## config.mk

```make
export PLATFORM = sky130hd
export DESIGN_NAME = guess_game_core_flat
export DESIGN_NICKNAME = d
export VERILOG_FILES = /design/src/rtl/guess_game_pkg.sv /design/src/rtl/guess_game_if.sv /design/src/rtl/seg_scan_mux.sv /design/src/rtl/guess_game_core.sv /design/src/flat_wrapper.sv
export SDC_FILE = /design/constraint.sdc
export NUM_CORES = 1
export LEC_CHECK = 0
export CAP_MARGIN = 30
export CORE_MARGIN = 2
export CORE_UTILIZATION = 48
export DETAILED_ROUTE_END_ITERATION = 12
export GPL_TIMING_DRIVEN = 0
export PLACE_DENSITY = 0.78
export SYNTH_ARGS = -nofsm -noshare
export SYNTH_HDL_FRONTEND = slang
export SYNTH_SLANG_ARGS = --single-unit
```

## constraint.sdc

```tcl
create_clock -name clk -period 4.24 [get_ports clk]
set_clock_uncertainty 0.15 [all_clocks]
set_input_delay 0.636 -clock clk [delete_from_list [all_inputs] [get_ports clk]]
set_output_delay 0.636 -clock clk [all_outputs]
set_load 0.01 [all_outputs]
```

## src/rtl/guess_game_pkg.sv

```systemverilog
// Shared types, glyph codes and hex decoding for the number-guessing engine.
// Segment codes are active-low {g,f,e,d,c,b,a}.
package guess_game_pkg;

   typedef enum logic [1:0] {
      StP1Entry,
      StP2Entry,
      StWin,
      StLose
   } state_e;

   localparam logic [6:0] GlyphP     = 7'h0C;
   localparam logic [6:0] GlyphL     = 7'h47;
   localparam logic [6:0] GlyphDash  = 7'h3F;
   localparam logic [6:0] GlyphH     = 7'h09;
   localparam logic [6:0] GlyphI     = 7'h4F;
   localparam logic [6:0] GlyphO     = 7'h40;
   localparam logic [6:0] GlyphBlank = 7'h7F;

   function automatic logic [6:0] hex2seg(input logic [3:0] v);
      logic [6:0] s;
      case (v)
         4'h0:    s = 7'h40;
         4'h1:    s = 7'h79;
         4'h2:    s = 7'h24;
         4'h3:    s = 7'h30;
         4'h4:    s = 7'h19;
         4'h5:    s = 7'h12;
         4'h6:    s = 7'h02;
         4'h7:    s = 7'h78;
         4'h8:    s = 7'h00;
         4'h9:    s = 7'h10;
         4'hA:    s = 7'h08;
         4'hB:    s = 7'h03;
         4'hC:    s = 7'h46;
         4'hD:    s = 7'h21;
         4'hE:    s = 7'h06;
         default: s = 7'h0E;
      endcase
      return s;
   endfunction

endpackage

```

## src/rtl/guess_game_if.sv

```systemverilog
// Player-input and display/status bundle of the guessing engine.
// master drives the player inputs; slave is the engine side.
interface guess_game_if #(
   parameter int unsigned NDIG = 4
);
   logic [3:0]      digit_val;
   logic [NDIG-1:0] digit_load;
   logic            commit;
   logic            new_game;
   logic [6:0]      seg;
   logic            dp;
   logic [NDIG-1:0] an;
   logic [7:0]      led;
   logic            hi;
   logic            lo;
   logic            win;
   logic            lose;
   logic [7:0]      guess_cnt;

   modport master (
      output digit_val, digit_load, commit, new_game,
      input  seg, dp, an, led, hi, lo, win, lose, guess_cnt
   );

   modport slave (
      input  digit_val, digit_load, commit, new_game,
      output seg, dp, an, led, hi, lo, win, lose, guess_cnt
   );
endinterface

```

## src/rtl/seg_scan_mux.sv

```systemverilog
// Multiplexed seven-segment scanner: dwells SCAN_DIV clocks per digit and skips
// blank digits. an and seg are registered together from the current index.
module seg_scan_mux #(
   parameter int unsigned NDIG     = 4,
   parameter int unsigned SCAN_DIV = 25000
) (
   input  logic            clk,
   input  logic            rst_n,
   input  logic [6:0]      glyph [NDIG],
   input  logic [NDIG-1:0] blank,
   output logic [NDIG-1:0] an,
   output logic [6:0]      seg
);
   import guess_game_pkg::*;

   localparam int unsigned PW = (SCAN_DIV > 1) ? $clog2(SCAN_DIV) : 1;
   localparam int unsigned IW = (NDIG > 1) ? $clog2(NDIG) : 1;

   logic [PW-1:0] pre_q;
   logic [IW-1:0] idx_q;
   logic [IW-1:0] idx_nxt;
   logic [IW-1:0] cand;
   logic          found;

   // First non-blank digit after the current one; stays put if all are blank.
   always_comb begin
      idx_nxt = idx_q;
      cand    = idx_q;
      found   = 1'b0;
      for (int unsigned k = 1; k <= NDIG; k++) begin
         cand = IW'((32'(idx_q) + k) % NDIG);
         if (!found && !blank[cand]) begin
            idx_nxt = cand;
            found   = 1'b1;
         end
      end
   end

   always_ff @(posedge clk or negedge rst_n) begin
      if (!rst_n) begin
         pre_q <= '0;
         idx_q <= '0;
         an    <= '1;
         seg   <= GlyphBlank;
      end else begin
         if (pre_q == PW'(SCAN_DIV - 1)) begin
            pre_q <= '0;
            idx_q <= idx_nxt;
         end else begin
            pre_q <= pre_q + 1'b1;
         end
         if (blank[idx_q]) begin
            an  <= '1;
            seg <= GlyphBlank;
         end else begin
            an  <= ~(NDIG'(1) << idx_q);
            seg <= glyph[idx_q];
         end
      end
   end

endmodule

```

## src/rtl/guess_game_core.sv

```systemverilog
// Two-player guessing engine: entry buffer, secret, comparator, guess counter,
// win blink timer and the glyph selection feeding the display scanner.
module guess_game_core #(
   parameter int unsigned NDIG      = 4,
   parameter int unsigned MAX_GUESS = 15,
   parameter int unsigned SCAN_DIV  = 25000,
   parameter int unsigned BLINK_DIV = 5000000
) (
   input logic        clk,
   input logic        rst_n,
   guess_game_if.slave bus
);
   import guess_game_pkg::*;

   localparam int unsigned W  = NDIG * 4;
   localparam int unsigned BW = (BLINK_DIV > 1) ? $clog2(BLINK_DIV) : 1;

   logic [1:0]      rst_sync_q;
   logic            rst_sync_n;
   state_e          state_q;
   logic [W-1:0]    entry_q;
   logic [W-1:0]    secret_q;
   logic [NDIG-1:0] entered_q;
   logic [7:0]      cnt_q;
   logic [7:0]      cnt_inc;
   logic            hi_q, lo_q, win_q, lose_q;
   logic [7:0]      led_q;
   logic [BW-1:0]   blink_q;
   logic            gt, lt, eq;
   logic [6:0]      glyph [NDIG];
   logic [NDIG-1:0] glyph_blank;
   logic [27:0]     text;
   logic            show_text;

   // Reset asserts asynchronously and releases on a clock edge.
   always_ff @(posedge clk or negedge rst_n) begin
      if (!rst_n) rst_sync_q <= '0;
      else        rst_sync_q <= {rst_sync_q[0], 1'b1};
   end
   assign rst_sync_n = rst_sync_q[1];

   assign gt      = entry_q > secret_q;
   assign lt      = entry_q < secret_q;
   assign eq      = entry_q == secret_q;
   assign cnt_inc = (cnt_q >= 8'(MAX_GUESS)) ? cnt_q : cnt_q + 8'd1;

   always_ff @(posedge clk or negedge rst_sync_n) begin
      if (!rst_sync_n) begin
         state_q   <= StP1Entry;
         entry_q   <= '0;
         secret_q  <= '0;
         entered_q <= '0;
         cnt_q     <= '0;
         {hi_q, lo_q, win_q, lose_q} <= '0;
         led_q     <= '0;
         blink_q   <= '0;
      end else if (bus.new_game) begin
         state_q   <= StP1Entry;
         entry_q   <= '0;
         secret_q  <= '0;
         entered_q <= '0;
         cnt_q     <= '0;
         {hi_q, lo_q, win_q, lose_q} <= '0;
         led_q     <= '0;
         blink_q   <= '0;
      end else begin
         unique case (state_q)
            StP1Entry, StP2Entry: begin
               // Commit wins over a same-cycle load, which is dropped.
               if (bus.commit && (entered_q != '0)) begin
                  entry_q   <= '0;
                  entered_q <= '0;
                  if (state_q == StP1Entry) begin
                     secret_q <= entry_q;
                     state_q  <= StP2Entry;
                  end else begin
                     cnt_q <= cnt_inc;
                     hi_q  <= gt;
                     lo_q  <= lt;
                     if (eq) begin
                        win_q   <= 1'b1;
                        state_q <= StWin;
                        blink_q <= '0;
                        led_q   <= '0;
                     end else if (cnt_inc == 8'(MAX_GUESS)) begin
                        lose_q  <= 1'b1;
                        state_q <= StLose;
                     end
                  end
               end else if (bus.digit_load != '0) begin
                  for (int unsigned i = 0; i < NDIG; i++) begin
                     if (bus.digit_load[i]) entry_q[4*i +: 4] <= bus.digit_val;
                  end
                  entered_q <= entered_q | bus.digit_load;
                  hi_q      <= 1'b0;
                  lo_q      <= 1'b0;
               end
            end
            StWin: begin
               if (blink_q == BW'(BLINK_DIV - 1)) begin
                  blink_q <= '0;
                  led_q   <= ~led_q;
               end else begin
                  blink_q <= blink_q + 1'b1;
               end
            end
            StLose: begin
               led_q <= '0;
            end
         endcase
      end
   end

   // Text glyphs always occupy digits 3..0; higher digits stay blank.
   always_comb begin
      glyph_blank = '1;
      for (int unsigned i = 0; i < NDIG; i++) glyph[i] = GlyphBlank;
      text      = {4{GlyphBlank}};
      show_text = 1'b0;
      unique case (state_q)
         StP1Entry, StP2Entry: begin
            if (hi_q || lo_q) begin
               show_text = 1'b1;
               text = {hex2seg(4'h2), GlyphDash, hi_q ? GlyphH : GlyphL, hi_q ? GlyphI : GlyphO};
            end else if (entered_q == '0) begin
               show_text = 1'b1;
               text = {GlyphP, GlyphL, GlyphDash,
                       hex2seg((state_q == StP1Entry) ? 4'h1 : 4'h2)};
            end else begin
               for (int unsigned i = 0; i < NDIG; i++) glyph[i] = hex2seg(entry_q[4*i +: 4]);
               glyph_blank = '0;
            end
         end
         StWin: begin
            glyph[0]         = hex2seg(cnt_q[3:0]);
            glyph[1]         = hex2seg(cnt_q[7:4]);
            glyph_blank[1:0] = 2'b00;
         end
         StLose: begin
            for (int unsigned i = 0; i < NDIG; i++) glyph[i] = hex2seg(secret_q[4*i +: 4]);
            glyph_blank = '0;
         end
      endcase
      if (show_text) begin
         for (int unsigned i = 0; i < 4; i++) begin
            glyph[i]       = text[7*i +: 7];
            glyph_blank[i] = 1'b0;
         end
      end
   end

   seg_scan_mux #(
      .NDIG     (NDIG),
      .SCAN_DIV (SCAN_DIV)
   ) u_scan (
      .clk   (clk),
      .rst_n (rst_sync_n),
      .glyph (glyph),
      .blank (glyph_blank),
      .an    (bus.an),
      .seg   (bus.seg)
   );

   assign bus.dp        = 1'b1;
   assign bus.led       = led_q;
   assign bus.hi        = hi_q;
   assign bus.lo        = lo_q;
   assign bus.win       = win_q;
   assign bus.lose      = lose_q;
   assign bus.guess_cnt = cnt_q;

endmodule

```

## src/flat_wrapper.sv

```systemverilog
// flat-port wrapper written by rule: the top's interface ports become plain ports
module guess_game_core_flat import guess_game_pkg::*;
#(
   parameter int unsigned NDIG      = 4,
   parameter int unsigned MAX_GUESS = 15,
   parameter int unsigned SCAN_DIV  = 25000,
   parameter int unsigned BLINK_DIV = 5000000
)
  (clk, rst_n, bus_digit_val, bus_digit_load, bus_commit, bus_new_game, bus_seg, bus_dp, bus_an, bus_led, bus_hi, bus_lo, bus_win, bus_lose, bus_guess_cnt);
  guess_game_if #(.NDIG(NDIG)) bus_i ();
  input logic clk;
  input logic rst_n;
  input wire logic [$bits(bus_i.digit_val)-1:0] bus_digit_val;
  input wire logic [$bits(bus_i.digit_load)-1:0] bus_digit_load;
  input wire logic [$bits(bus_i.commit)-1:0] bus_commit;
  input wire logic [$bits(bus_i.new_game)-1:0] bus_new_game;
  output wire logic [$bits(bus_i.seg)-1:0] bus_seg;
  output wire logic [$bits(bus_i.dp)-1:0] bus_dp;
  output wire logic [$bits(bus_i.an)-1:0] bus_an;
  output wire logic [$bits(bus_i.led)-1:0] bus_led;
  output wire logic [$bits(bus_i.hi)-1:0] bus_hi;
  output wire logic [$bits(bus_i.lo)-1:0] bus_lo;
  output wire logic [$bits(bus_i.win)-1:0] bus_win;
  output wire logic [$bits(bus_i.lose)-1:0] bus_lose;
  output wire logic [$bits(bus_i.guess_cnt)-1:0] bus_guess_cnt;
  assign bus_i.digit_val = bus_digit_val;
  assign bus_i.digit_load = bus_digit_load;
  assign bus_i.commit = bus_commit;
  assign bus_i.new_game = bus_new_game;
  assign bus_seg = bus_i.seg;
  assign bus_dp = bus_i.dp;
  assign bus_an = bus_i.an;
  assign bus_led = bus_i.led;
  assign bus_hi = bus_i.hi;
  assign bus_lo = bus_i.lo;
  assign bus_win = bus_i.win;
  assign bus_lose = bus_i.lose;
  assign bus_guess_cnt = bus_i.guess_cnt;
  guess_game_core #(.NDIG(NDIG), .MAX_GUESS(MAX_GUESS), .SCAN_DIV(SCAN_DIV), .BLINK_DIV(BLINK_DIV)) u_core (.clk(clk), .rst_n(rst_n), .bus(bus_i));
endmodule
```

==> key figures, run 1 <==
Clock network
  – Post-CTS resize count: 0
  – Clock Path Buffers: 2
  – TritonCTS Buffers: 9
  – Clock Latency Late Sink: 360 ps
  – CTS sink cnt: 111
  – H-tree lvl count: 3
  – CTS tree: built
  – Clk pin slew, worst setup/hold paths: 80 ps
  – Cts hold-fix bufs: 0
  – Root buffer cell: clkbuf_16
  – Setup Fix Bufs, Post-CTS: 0

Floorplan
  – Chip width: 137 um
  – Core Rows: 48
  – DIE AREA: between 15000 and 20000 um^2
  – Die height: between 100 and 150 um
  – Starting Density: 0.490
  – Number of I/O pins: 44
  – Core region area: 17200 um^2

Detailed routing
  – DR iter-0 viols: approximately 760
  – DR DRC count: 0
  – Antenna Violating Nets Remaining: 0
  – Avg Vias per Cell: ~6.0
  – Avg WL per Cell: between 15 and 20 um
  – Via count: between 7000 and 8000
  – 1st-pass router iterations: 6
  – Final WL: around 22000 um

Final layout
  – Fin nets: roughly 1100
  – Fin area: between 9000 and 10000 um^2
  – Final core occ: 0.550
  – Layout cells sized above 1: 0.0867
  – # fillers: approximately 1500
  – Layout overhead on the synthesized area: 12.2%
  – Ant diodes: 0

Yosys
  – Top cells by area, synth: dfrtp_1 30%, ha_1 13%, mux2i_1 3.8%, nor2_1 3.5%, a21oi_1 3.4%
  – Post-synthesis sequential area ratio: 0.331
  – Number of synthesized flops with an enable pin: 0
  – Post-Syn Instances: 920
  – Synth cell count leaders: 100 x dfrtp_1, 90 x ha_1, 79 x nor2_1, 58 x a21oi_1
  – Post-synthesis compound-gate area fraction: 0.204
  – Synth Warn #: 0
  – Synth Area in Simple Gates: 0.157
  – Post-Synth XOR/XNOR Area: 0.0384
  – Largest area contributor in the synthesized netlist: dfrtp_1
  – Post-Synth Adder-Cell Area: 0.133
  – Ys flop type: dfrtp_1
  – Mapped Area: 8440 um^2
  – Most instantiated library cell after synthesis: dfrtp_1
  – Seq cells post-synth: approximately 110
  – Largest family of logic cells by synthesized area: compound AO/OA/AOI/OAI gates
  – Area share of the largest cell type after synthesis: 0.296
  – Post-synthesis mux area share: 0.0833
  – Mean post-synth cell area: about 9.2 um^2
  – FFs w/ async S/R, synth: 1.00
  – Synth cell types: just under 80

Timing
  – Slew @ Worst Pin: 1030 ps
  – Hold Slack: 220 ps
  – Slew Limit Fails: 0
  – Setup TNS: 0 ps
  – Final Hold Viols: 0
  – Peak Freq: between 300 and 400 MHz
  – Final period demand of the worst path: between 3000 and 4000 ps
  – Relative slew slack: 0.308
  – RSZ-0062 raised after global routing: no
  – Final critical-path share of the clock period: 0.752
  – Final setup viols: 0

Worst hold path
  – Source of the worst hold timing path: u_core.rst_sync_q[0]
  – Number of cells on the worst hold path: 0
  – Min-Delay Path Class: register to register
  – WHS Endpoint: u_core.rst_sync_q[1]

Global route
  – Initial antenna violation count: 0
  – Global route overflow: 0
  – Gr usage total: 0.243
  – First-pass GRT wire length: ~36000 um
  – Number of global-route vias before repair: 6917
  – Largest net degree at the start of global routing: 61

Run
  – Max_cap viols: 0

Power and ir drop
  – Max VDD drop: between 200 and 250 uV
  – NetSw: approximately 820 uW
  – Comb pwr share: 0.213
  – Net Sw Frac: 0.320
  – Internal: roughly 1700 uW
  – LEAKAGE: 0.00387 uW
  – Pwr Density: 270 nW/um^2
  – Register share of total power: 0.452
  – Clock power share: 0.335

Placement
  – Dpl hpwl: between 15000 and 20000 um
  – I/O Buffers: 42
  – Final GP Congestion: ~1
  – Placed Area: 9180 um^2

Setup path
  – R2r setup slk: around 1100 ps
  – CP arrival: around 3300 ps
  – Crit path launch type: register
  – Setup Crit Path Kind: register to register
  – Worst r2r src: u_core.secret_q[2]
  – Critical Path RT: between 4000 and 5000 ps
  – Worst R2R End: u_core.blink_q[2]
  – Cell count of the worst reg-to-reg path: 10
  – CP Max Fanout: 10
  – Crit end category: register

Status
  – Status: finished, final reports clean
==> sequential cells by signal (all words and copies together) (netlist names) <==
name	cells
u_core.blink_q	23
u_core.entry_q	16
u_core.secret_q	16
u_core.u_scan.pre_q	15
u_core.bus.guess_cnt	8
u_core.bus.led	8
u_core.u_scan.seg	7
u_core.entered_q	4
u_core.u_scan.an	4
u_core.rst_sync_q	2
u_core.state_q	2
u_core.u_scan.idx_q	2
u_core.bus.hi	1
u_core.bus.lo	1
u_core.bus.lose	1
u_core.bus.win	1
==> cell type report <==
type                    count  area [um^2]  share of cell area
well taps                 225          282              0.0297
inverters                  55          206              0.0218
repair buffers             43          448              0.0473
plain buffers              54          241              0.0255
multi-input cells         701         5210               0.550
flip-flops and latches    111         2800               0.295
clock buffers               9          225              0.0238
clock inverters             7         67.6             0.00713
==> worst max-delay path by stage <==
stage | start | end | cells after the start
global placement | u_core.rst_sync_q[1] | u_core.secret_q[3] | 0
CTS | u_core.secret_q[2] | u_core.blink_q[3] | 10
detailed placement | u_core.secret_q[2] | u_core.blink_q[3] | 10
floorplan | u_core.rst_sync_q[1] | u_core.blink_q[0] | 0
global route | u_core.secret_q[2] | u_core.blink_q[2] | 10
finish | u_core.secret_q[2] | u_core.blink_q[2] | 10
==> through the flow <==
| step | setup WS [ps] | std cells | power [uW] |
|---|---|---|---|
| floorplan | 788 | 921 | 1510 |
| global placement | -515 | 1188 | 1690 |
| detailed placement | 1090 | 1189 | 1710 |
| CTS | 1080 | 1205 | 2560 |
| global route | 825 | 1205 | 2670 |
| finish | 1050 | 1205 | 2550 |
==> kinds of logic after synthesis <==
family,after synthesis
fa+ha+maj,90
compound gates,252
flops,111
buf+inv,109
other cells,1
mux,57
simple gates,263
xor+xnor,37
==> layout by cell type, fill, tap and decap left out, drive strengths merged, types with 24 or more instances in the layout <==
| cell type | Yosys | routed |
|---|---|---|
| nor2 | 82 | 82 |
| o21ai | 56 | 56 |
| xor2 | 24 | 24 |
| mux2i | 32 | 32 |
| dfrtp | 100 | 100 |
| nand2 | 54 | 54 |
| clkdlybuf4s50 | 0 | 42 |
| inv | 54 | 57 |
| a21oi | 58 | 58 |
| ha | 90 | 90 |
| nand3 | 26 | 26 |
| clkbuf | 33 | 42 |
==> per-layer routing <==
layer	wire (um)	vias up	track usage
met5	0	-	0
met4	475	0	0.0758
met3	1670	45	0.0456
met2	10000	271	0.370
met1	9970	3522	0.350
li1	-	3451	-
==> worst max-delay path: stages (launching register included) <==
cell and delay, ps:
dfrtp_1 350, clkbuf_1 300, inv_1 180, ha_1 340, nand4_1 170, or4_1 580, buf_6 170, nor2_1 300
or3_1 210, buf_2 240, nor2_1 80
==> power groups by stage <==
stage | clock (uW) | combinational [uW] | sequential [uW]
floorplan | 0 | 334 | 1180
global placement | 0 | 511 | 1180
detailed placement | 0 | 531 | 1180
CTS | 871 | 533 | 1150
global route | 912 | 593 | 1160
finish | 855 | 545 | 1150
(Power assumes the default switching activity.)
==> inputs of run 2 (changes only) <==
--- a/config.mk
+++ b/config.mk
@@ -10,7 +10,7 @@
 export CORE_UTILIZATION = 48
 export DETAILED_ROUTE_END_ITERATION = 12
 export GPL_TIMING_DRIVEN = 0
-export PLACE_DENSITY = 0.78
+export PLACE_DENSITY = 0.81
 export SYNTH_ARGS = -nofsm -noshare
 export SYNTH_HDL_FRONTEND = slang
 export SYNTH_SLANG_ARGS = --single-unit
==> constraint.sdc (replaced) <==
create_clock -name clk -period 2.6 [get_ports clk]
set_clock_uncertainty 0.15 [all_clocks]
set_input_delay 0.39 -clock clk [delete_from_list [all_inputs] [get_ports clk]]
set_output_delay 0.39 -clock clk [all_outputs]
set_load 0.01 [all_outputs]
==> run 2 against run 1 <==
  * The run now ends with negative setup slack left
  * Routed wire length grew 4.4%
  * Register-to-register slack worse by 1100 ps
  * Cell count increased by 2.2%
  * Count of clock-buffer cells in the layout rose by 2
  * First-iteration DRC count down 5.7%
  * Hold slack got worse by 190 ps
  * Sequential power rose by 63%
  * Setup slack worse by 1100 ps
  * Fmax increased by 18%
  * Via count increased by 3.1%
  * Combinational power up 80%
  * Critical path depth increased by 1
  * Critical endpoint is now u_core.blink_q[17]
  * Largest cell class unchanged
==> key figures, run 2 (same netlist as run 1, synthesis figures left out) <==
Global route
  – Gr usage total: 0.254 (+0.0112)
  – Initial antenna violation count: 0 (unchanged)
  – First-pass GRT wire length: 37400 um (+4.9%)
  – Global route overflow: 0 (unchanged)
  – Number of global-route vias before repair: 7315 (+5.8%)
  – Largest net degree at the start of global routing: 45 (-26%)

Placement
  – I/O Buffers: 42 (unchanged)
  – Final GP Congestion: 1.02 (+2.5%)
  – Dpl cells: 1190 (+0.084%)
  – Placed Area: 9210 um^2 (+0.27%)
  – Place WS: -409 ps (-1500 ps)
  – Dpl hpwl: 16600 um (+0.32%)

Status
  – Status: complete, but fails checks
  – Failing checks: negative setup slack

Floorplan
  – Core Rows: 48 (unchanged)
  – Starting Density: 0.490 (unchanged)
  – Core region area: 17200 um^2 (unchanged)
  – Chip width: 137 um (unchanged)
  – Number of I/O pins: 44 (unchanged)
  – DIE AREA: 18700 um^2 (unchanged)
  – Die height: 137 um (unchanged)

Setup path
  – Critical Path RT: 2710 ps (-1620 ps)
  – Worst r2r src: u_core.secret_q[7]
  – Slowest cell on the critical path: or4_4
  – CP cell instances: buf_6, clkinvlp_4, ha_4, nand4_1, or4_4, buf_12, o21ai_4, buf_12, nand4_1, xor2_1, nor2_1
  – Top Family by Delay on Critical Path: simple AND/OR/NAND/NOR gates
  – CP arrival: 2810 ps (-470 ps)
  – Total buffers and inverters traversed by the critical path: 4 (unchanged)
  – CP Launch Point: u_core.secret_q[7]
  – CP Max Fanout: 8 (-2)
  – Setup Crit Path Kind: register to register
  – CP max stage delay: 580 ps (about the same)
  – Crit path launch type: register
  – Crit end category: register

Final layout
  – Fin nets: 1103 (+2.4%)
  – Commonest non-fill, non-tap cell in the layout: ha_1
  – Final core occ: 0.578 (+0.0284)
  – Layout overhead on the synthesized area: 18.0%
  – Non-Filler Instances: 1231 (+2.2%)
  – Max FFs per register: 23 (unchanged)
  – # fillers: 1408 (-7.8%)
  – Fin area: 9960 um^2 (+5.2%)
  – Largest Register: u_core.blink_q
  – Largest regs: u_core.blink_q (23), u_core.entry_q (16), u_core.secret_q (16)
  – Ant diodes: 0 (unchanged)
  – Most frequent cells in the layout: 88 x ha_1, 86 x dfrtp_1, 78 x nor2_1
  – Layout cells sized above 1: 0.159 (+0.0723)

Timing
  – Relative slew slack: 0.463 (+0.155)
  – Slew @ Worst Pin: 806 ps (-224 ps)
  – Worst setup margin: -96.4 ps (-1150 ps)
  – Final critical-path share of the clock period: 1.04 (+0.285)
  – Hold Slack: 29.4 ps (-191 ps)
  – Final Hold Viols: 0 (unchanged)
  – RSZ-0062 raised after global routing: yes
  – Final period demand of the worst path: 2700 ps (-493 ps)
  – Peak Freq: 371 MHz (+18%)
  – Slew Limit Fails: 0 (unchanged)
  – Final setup viols: 10 (+10)

Clock network
  – Clock Latency Late Sink: 370 ps (about the same)
  – TritonCTS Buffers: 9 (unchanged)
  – Root buffer cell: clkbuf_16
  – Clk pin slew, worst setup/hold paths: 80 ps (about the same)
  – H-tree lvl count: 3 (unchanged)
  – CTS sink cnt: 111 (unchanged)
  – CTS tree: built
  – Clock Path Buffers: 2 (unchanged)

Detailed routing
  – Avg WL per Cell: 18.8 um (+2.2%)
  – Via count: 7517 (+3.1%)
  – Antenna Violating Nets Remaining: 0 (unchanged)
  – DR iter-0 viols: 713 (-5.7%)
  – Final WL: 23100 um (+4.4%)
  – Avg Vias per Cell: 6.11 (+0.95%)
  – 1st-pass router iterations: 7 (+1)
  – DR DRC count: 0 (unchanged)

Power and ir drop
  – Max VDD drop: 416 uV (+96%)
  – LEAKAGE: 0.00407 uW (+4.9%)
  – Pwr Density: 432 nW/um^2 (+60%)

Run
  – Max_cap viols: 0 (unchanged)

Worst hold path
  – Min-Delay Path Class: input port to asynchronous set/reset pin
## run 2: cell types whose count changed in the layout (fill, tap and decap cells not counted), sizes merged
cell | before | now
buf | 22 | 48
o21ai | 56 | 57
inv | 57 | 54
clkbuf | 42 | 43
clkinvlp | 2 | 3
## run 2: final cells by class
cell class	count	area, um^2	area share
clock inverters	5	50.0	0.00502
plain buffers	54	308	0.0309
repair buffers	68	668	0.0671
well taps	225	282	0.0283
flip-flops and latches	111	2810	0.282
inverters	55	215	0.0216
multi-input cells	702	5380	0.540
clock buffers	11	253	0.0254
## run 2: repair_timing
| action | in CTS | in global routing |
|---|---|---|
| buffers inserted | 12 | 12 |
| cloned | 1 | 0 |
| endpoints found under the setup margin | 34 | 36 |
| pin swaps | 5 | 14 |
| gates resized for setup | 35 | 41 |
| hold buffers | 0 | 0 |
## run 2: power breakdown
group | internal (uW) | switching [uW]
Combinational | 404 | 575
Clock | 722 | 728
Sequential | 1800 | 68.9
## run 2: through the flow
step,total power (uW),setup TNS (ps)
3_5_place_dp,2780,-12480
3_3_place_gp,2750,-20220
2_1_floorplan,2470,0
4_1_cts,4240,-9.74
5_1_grt,4470,-1770
6_report,4300,-599
## run 2: final timing paths
path,depth (start not counted),slack [ps],endpoint
min reg2reg,0,110,u_core.bus.led[4]
max reg2reg,11,-100,u_core.blink_q[17]
min in group clk,0,220,u_core.rst_sync_q[1]
max in group asynchronous,2,1310,u_core.u_scan.an[3]
max,11,-100,u_core.blink_q[17]
min,1,30,u_core.rst_sync_q[0]
## run 2: layer usage
metal / vias up / global-route usage / routed length [um]
met4: 0 / 0.0816 / 727
met3: 64 / 0.0574 / 1970
met1: 3614 / 0.341 / 9770
met2: 337 / 0.408 / 10700
li1: 3502 / - / -
met5: - / 0 / 0
